## src/rtl/async_fifo.sv

```systemverilog
// rtl/async_fifo.sv - single-clock FIFO with dual-domain FIFO port set.
// Optional fill-level outputs enabled by defining ASYNC_FIFO_LEVEL_EN.
module async_fifo #(
    parameter int BITS     = 32,
    parameter int SIZE     = 16,
    parameter int AF_LEVEL = SIZE - 2
) (
    input  logic                    clk,
    input  logic                    rstn,
    input  logic                    p_write_en,
    input  logic [BITS-1:0]         p_write_data,
    output logic                    p_write_full,
    input  logic                    p_read_en,
    output logic [BITS-1:0]         p_read_data,
    output logic                    p_read_empty
`ifdef ASYNC_FIFO_LEVEL_EN
    ,
    output logic [$clog2(SIZE):0]   p_level,
    output logic                    p_write_almost_full,
    output logic                    p_read_almost_empty
`endif
);

    localparam int AW = $clog2(SIZE);

    if (SIZE < 2 || (SIZE & (SIZE - 1)) != 0) begin : g_bad_size
        $error("async_fifo: SIZE must be a power of two and at least 2");
    end
    if (AF_LEVEL < 0 || AF_LEVEL > SIZE) begin : g_bad_af_level
        $error("async_fifo: AF_LEVEL must lie in 0..SIZE");
    end

    logic [BITS-1:0] mem_q [SIZE];

    logic [AW:0]     wptr_q, wptr_d;
    logic [AW:0]     rptr_q, rptr_d;
    logic            full_q, full_d;
    logic            empty_q, empty_d;
    logic [BITS-1:0] rdata_q;
    logic            wr_acc, rd_acc;

    assign wr_acc = p_write_en && !full_q;
    assign rd_acc = p_read_en && !empty_q;

    // Flags are derived from next-state pointers so they are exact, never lagging.
    always_comb begin
        wptr_d  = wptr_q + {{AW{1'b0}}, wr_acc};
        rptr_d  = rptr_q + {{AW{1'b0}}, rd_acc};
        empty_d = (wptr_d == rptr_d);
        full_d  = (wptr_d[AW-1:0] == rptr_d[AW-1:0]) && (wptr_d[AW] != rptr_d[AW]);
    end

    always_ff @(posedge clk or negedge rstn) begin
        if (!rstn) begin
            wptr_q  <= '0;
            rptr_q  <= '0;
            full_q  <= 1'b0;
            empty_q <= 1'b1;
            rdata_q <= '0;
        end else begin
            wptr_q  <= wptr_d;
            rptr_q  <= rptr_d;
            full_q  <= full_d;
            empty_q <= empty_d;
            if (rd_acc) begin
                rdata_q <= mem_q[rptr_q[AW-1:0]];
            end
        end
    end

    // Storage is deliberately left out of reset.
    always_ff @(posedge clk) begin
        if (wr_acc) begin
            mem_q[wptr_q[AW-1:0]] <= p_write_data;
        end
    end

    assign p_write_full = full_q;
    assign p_read_empty = empty_q;
    assign p_read_data  = rdata_q;

`ifdef ASYNC_FIFO_LEVEL_EN
    localparam logic [AW:0] AF_LVL = (AW + 1)'(AF_LEVEL);
    localparam logic [AW:0] AE_LVL = (AW + 1)'(1);

    logic [AW:0] level_q, level_d;
    logic        af_q, af_d;
    logic        ae_q, ae_d;

    always_comb begin
        level_d = wptr_d - rptr_d;
        af_d    = (level_d >= AF_LVL);
        ae_d    = (level_d <= AE_LVL);
    end

    always_ff @(posedge clk or negedge rstn) begin
        if (!rstn) begin
            level_q <= '0;
            af_q    <= 1'b0;
            ae_q    <= 1'b1;
        end else begin
            level_q <= level_d;
            af_q    <= af_d;
            ae_q    <= ae_d;
        end
    end

    assign p_level             = level_q;
    assign p_write_almost_full = af_q;
    assign p_read_almost_empty = ae_q;
`endif

endmodule

```

## config.mk

```make
export PLATFORM = sky130hd
export DESIGN_NAME = async_fifo
export DESIGN_NICKNAME = d
export VERILOG_FILES = /design/src/rtl/async_fifo.sv
export SDC_FILE = /design/constraint.sdc
export NUM_CORES = 1
export LEC_CHECK = 0
export CORE_ASPECT_RATIO = 1.1
export CORE_MARGIN = 10
export CORE_UTILIZATION = 50
export DETAILED_ROUTE_END_ITERATION = 6
export GPL_TIMING_DRIVEN = 0
export PLACE_DENSITY = 0.71
export SLEW_MARGIN = 5
export SYNTH_ARGS = -nofsm -noshare
export SYNTH_HDL_FRONTEND = slang
export SYNTH_SLANG_ARGS = --single-unit
export TNS_END_PERCENT = 30
```

## constraint.sdc

```tcl
create_clock -name clk -period 3.45 [get_ports clk]
set_input_delay 0.8625 -clock clk [delete_from_list [all_inputs] [get_ports clk]]
set_output_delay 0.8625 -clock clk [all_outputs]
set_load 0.1 [all_outputs]
```

==> metrics.txt <==
# TYPE chip_impl_metric gauge
chip_impl_info{name="setup.worst_path.start",value="p_read_en"} 1
chip_impl_metric{name="post_cts.repair.setup_buffers",unit=""} 0
chip_impl_info{name="worstPathCellList",value="clkdlybuf4s50_1, nor2b_1, clkbuf_4, ha_1, ha_1, xor2_1, xor2_1, or3_1, nor3_1"} 1
chip_impl_metric{name="number_of_max_cap_violations",unit=""} 0
chip_impl_metric{name="share_seq_of_total_power",unit=""} 0.391
chip_impl_metric{name="async_reset_ff_frac",unit=""} 0.0791
chip_impl_metric{name="setup_violations",unit=""} 0
chip_impl_metric{name="clock-skew-final",unit="ns"} 0.0144
chip_impl_info{name="main_flop_type_after_synthesis",value="sky130_fd_sc_hd__edfxtp_1"} 1
chip_impl_metric{name="die_w",unit="um"} 217
chip_impl_metric{name="largest_net_degree_at_the_start_of_global_routing",unit=""} 45
chip_impl_metric{name="netlist_area",unit="mm2"} 0.0213
chip_impl_metric{name="regArea",unit="mm2"} 0.0165
chip_impl_metric{name="multi_input_comb_area",unit="mm2"} 0.00436
chip_impl_metric{name="power.clock.fraction",unit=""} 0.254
chip_impl_metric{name="synthesis.nets",unit=""} 1097
chip_impl_metric{name="syn-instance-count",unit=""} 1057
chip_impl_metric{name="clkSinkCount",unit=""} 556
chip_impl_metric{name="synth.avg_cell_area",unit="um2"} 20.1
chip_impl_metric{name="io_buffer_count",unit=""} 69
chip_impl_info{name="layout_common_cells",value="512 x sky130_fd_sc_hd__edfxtp_1, 128 x sky130_fd_sc_hd__mux2i_1, 68 x sky130_fd_sc_hd__clkdlybuf4s50_1, 64 x sky130_fd_sc_hd__mux4_2, 64 x sky130_fd_sc_hd__a21oi_1"} 1
chip_impl_metric{name="reported_net_switching_power",unit="mW"} 7.78
chip_impl_metric{name="num_antenna_cells",unit=""} 0
chip_impl_metric{name="final_nets",unit=""} 1243
chip_impl_info{name="endpoint_kind",value="flip-flop"} 1
chip_impl_metric{name="io_pins",unit=""} 70
chip_impl_metric{name="final_layout_size_suffix_gt1_frac",unit=""} 0.183
chip_impl_info{name="mostFrequentLayoutCell",value="sky130_fd_sc_hd__edfxtp_1"} 1
chip_impl_metric{name="vias_per_cell",unit=""} 5.95
chip_impl_metric{name="yosys_warnings",unit=""} 0
chip_impl_metric{name="worst-endpoint-required",unit="ns"} 3.86
chip_impl_info{name="crit_path_launch_type",value="input pin"} 1
chip_impl_metric{name="grt.overflow.total",unit=""} 0
chip_impl_metric{name="cts.htree.levels",unit=""} 2
chip_impl_metric{name="post-route-period-util",unit=""} 0.949
chip_impl_metric{name="cpPeakStageDelay",unit="ns"} 0.46
chip_impl_metric{name="reg2reg_depth",unit=""} 8
chip_impl_metric{name="synth_cell_type_count",unit=""} 33
chip_impl_metric{name="final_max_slew_viol_count",unit=""} 0
chip_impl_info{name="crit_path_category",value="input pin to flip-flop"} 1
chip_impl_metric{name="worst_path_max_fanout",unit=""} 19
chip_impl_metric{name="fin_setup_tns",unit="ns"} 0
chip_impl_metric{name="worst_skew_late_latency",unit="ns"} 0.58
chip_impl_metric{name="comb_power_share",unit=""} 0.356
chip_impl_info{name="worst_r2r_endpoint",value="p_write_full$_DFF_PN0_"} 1
chip_impl_metric{name="worstMarginPinSlew",unit="ns"} 1.01
chip_impl_metric{name="synth_edf_count",unit=""} 512
chip_impl_metric{name="route.detailed.wl_per_inst",unit="um"} 26.5
chip_impl_metric{name="postRouteAntennaNets",unit=""} 0
chip_impl_metric{name="dpl_hpwl",unit="mm"} 29.9
chip_impl_info{name="clock_tree.root_cell",value="sky130_fd_sc_hd__clkbuf_16"} 1
chip_impl_metric{name="post-route-cell-area",unit="mm2"} 0.0249
chip_impl_metric{name="cts_hold_buffers",unit=""} 0
chip_impl_metric{name="count_of_final_hold_check_violations",unit=""} 0
chip_impl_metric{name="place_ws",unit="ns"} -0.969
chip_impl_info{name="grt_setup_unrepaired",value="false"} 1
chip_impl_metric{name="drt_pass1_iterations",unit=""} 5
chip_impl_metric{name="finalWirelength",unit="mm"} 48.1
chip_impl_metric{name="synthToLayoutAreaGrowth",unit="%"} 17.1
chip_impl_metric{name="gpl.final_weighted_congestion",unit=""} 0.776
chip_impl_metric{name="gr-usage-all-layers",unit=""} 0.186
chip_impl_metric{name="fp-row-count",unit=""} 79
chip_impl_metric{name="number_of_global_route_vias_before_repair",unit=""} 11216
chip_impl_metric{name="post-route-worst-setup-slack",unit="ns"} 0.178
chip_impl_metric{name="fmaxAchievable",unit="GHz"} 0.306
chip_impl_metric{name="grt_antenna_before_repair",unit=""} 1
chip_impl_metric{name="reg_to_reg_setup_timing_slack",unit="ns"} 0.59
chip_impl_metric{name="grt_pass1_wl",unit="mm"} 71.4
chip_impl_metric{name="arrival",unit="ns"} 3.68
chip_impl_metric{name="clock_path_buffers",unit=""} 3
chip_impl_metric{name="whs",unit="ns"} 0.364
chip_impl_metric{name="total_leakage_power",unit="nW"} 8.33
chip_impl_metric{name="die-height",unit="um"} 236
chip_impl_metric{name="design.core.area",unit="mm2"} 0.0422
chip_impl_info{name="cts_tree",value="done"} 1
chip_impl_metric{name="drt-initial-drc-count",unit=""} 1073
chip_impl_info{name="hold_path_class",value="input pin to async pin"} 1
chip_impl_metric{name="p_per_area",unit="mW/mm2"} 887
chip_impl_metric{name="n_fill_cell",unit=""} 2993
chip_impl_metric{name="cellInternalPower",unit="mW"} 14.3
chip_impl_metric{name="initial_utilization",unit=""} 0.504
chip_impl_metric{name="place_area",unit="mm2"} 0.0232
chip_impl_metric{name="ys_seq_area_frac",unit=""} 0.775
chip_impl_info{name="critPathSlowestCell",value="sky130_fd_sc_hd__clkdlybuf4s50_1"} 1
chip_impl_metric{name="timing.slew.headroom",unit=""} 0.323
chip_impl_metric{name="remaining_drc_errors",unit=""} 0
chip_impl_metric{name="vdd_ir_drop_max",unit="uV"} 679
chip_impl_metric{name="clk_pin_slew_worst_paths",unit="ns"} 0.06
chip_impl_metric{name="route.vias.total",unit=""} 10779
chip_impl_metric{name="period_minus_slack",unit="ns"} 3.27
chip_impl_metric{name="ys_seq_elements",unit=""} 556
chip_impl_metric{name="design.die.area",unit="mm2"} 0.0512
chip_impl_info{name="r2r_start",value="p_read_empty$_DFF_PN1_"} 1
chip_impl_metric{name="cts_buf_count",unit=""} 53
chip_impl_metric{name="total_power",unit="mW"} 22.1
chip_impl_info{name="status",value="complete, no violations"} 1
chip_impl_metric{name="switching_power_share_of_the_total",unit=""} 0.352
## power by group through the flow
| stage | combinational (mW) | clock, mW | sequential [mW] |
|---|---|---|---|
| 4_1_cts | 7.93 | 5.66 | 8.63 |
| 6_report | 7.86 | 5.61 | 8.63 |
| 3_3_place_gp | 7.50 | 0 | 8.79 |
| 2_1_floorplan | 4.03 | 0 | 10.1 |
| 5_1_grt | 8.32 | 5.91 | 8.70 |
| 3_5_place_dp | 7.89 | 0 | 8.77 |
## sequential cells by signal, summed over array words and instances, names as in the netlist
| signal | flops |
|---|---|
| wptr_q | 5 |
| p_read_data | 32 |
| rptr_q | 5 |
| p_write_full | 1 |
| p_read_empty | 1 |
| mem_q | 512 |
## worst max path at each step
stage | cells past startpoint | endpoint | slack, ns
finish | 9 | p_write_full$_DFF_PN0_ | 0.18
global route | 9 | p_read_empty$_DFF_PN1_ | 0.09
CTS | 9 | p_read_empty$_DFF_PN1_ | 0.1
detailed placement | 10 | p_read_empty$_DFF_PN1_ | -0.97
global placement | 4 | mem_q[8][2]$_DFFE_PP_ | -3.94
floorplan | 3 | mem_q[12][0]$_DFFE_PP_ | -0.51
## area by class of cell
type / instances / area share
Buffer: 62 / 0.0222
Clock buffer: 79 / 0.0617
Clock inverter: 19 / 0.00588
Inverter: 2 / 0.000301
Multi-Input combinational cell: 436 / 0.175
Sequential cell: 556 / 0.661
Tap cell: 567 / 0.0285
Timing Repair Buffer: 92 / 0.0452
## what timing repair did
| action | in CTS | in global routing |
|---|---|---|
| setup endpoints to repair | 2 | 1 |
| gates resized for setup | 0 | 1 |
| hold endpoints to repair | 0 | 0 |
## layer usage
| metal | GRT usage | share of wire | vias to the layer above |
|---|---|---|---|
| li1 | - | - | 4639 |
| met1 | 0.243 | 0.40 | 5623 |
| met2 | 0.305 | 0.50 | 415 |
| met3 | 0.0338 | 0.067 | 100 |
| met4 | 0.0693 | 0.034 | 2 |
| met5 | 0 | 0.00025 | - |
## cell usage after synthesis, types with 10 or more instances
cell type | count | share of area
sky130_fd_sc_hd__edfxtp_1 | 512 | 0.72
sky130_fd_sc_hd__mux4_2 | 64 | 0.068
sky130_fd_sc_hd__dfrtp_1 | 43 | 0.051
sky130_fd_sc_hd__buf_2 | 19 | 0.0045
sky130_fd_sc_hd__clkbuf_1 | 14 | 0.0025
sky130_fd_sc_hd__o221ai_1 | 32 | 0.013
sky130_fd_sc_hd__o21ai_1 | 32 | 0.0075
sky130_fd_sc_hd__a21oi_1 | 64 | 0.015
sky130_fd_sc_hd__buf_6 | 13 | 0.0069
sky130_fd_sc_hd__mux2i_1 | 128 | 0.060
sky130_fd_sc_hd__nor2_1 | 44 | 0.0078
sky130_fd_sc_hd__a221oi_1 | 32 | 0.013
sky130_fd_sc_hd__buf_12 | 10 | 0.0094
## cells by family (layout without fill, tap and decap cells)
family / Yosys count / after routing / share of synthesized area
DFF: 556 / 556 / 0.775
muxes: 192 / 192 / 0.128
AOI/OAI and AO/OA: 160 / 160 / 0.0489
and+or+nand+nor: 69 / 69 / 0.0153
buffers and inverters: 65 / 254 / 0.0264
xor gates and xnor gates: 11 / 11 / 0.00453
adders and majority gates: 4 / 4 / 0.00235
## metrics by stage
stage                     utilization  instances
after global routing            0.590       1813
after floorplan                     -       1057
after global placement          0.537       1693
after CTS                       0.590       1813
after detailed placement        0.550       1716
final                           0.590       1813
## worst max-delay path: cells and delay by family
family	cells	cell delay, ns
xor gates and xnor gates	2	0.33
adders and majority gates	2	0.45
buffers and inverters	2	0.88
and+or+nand+nor	3	1.15
No activity file was read; power rests on OpenSTA's default activity.
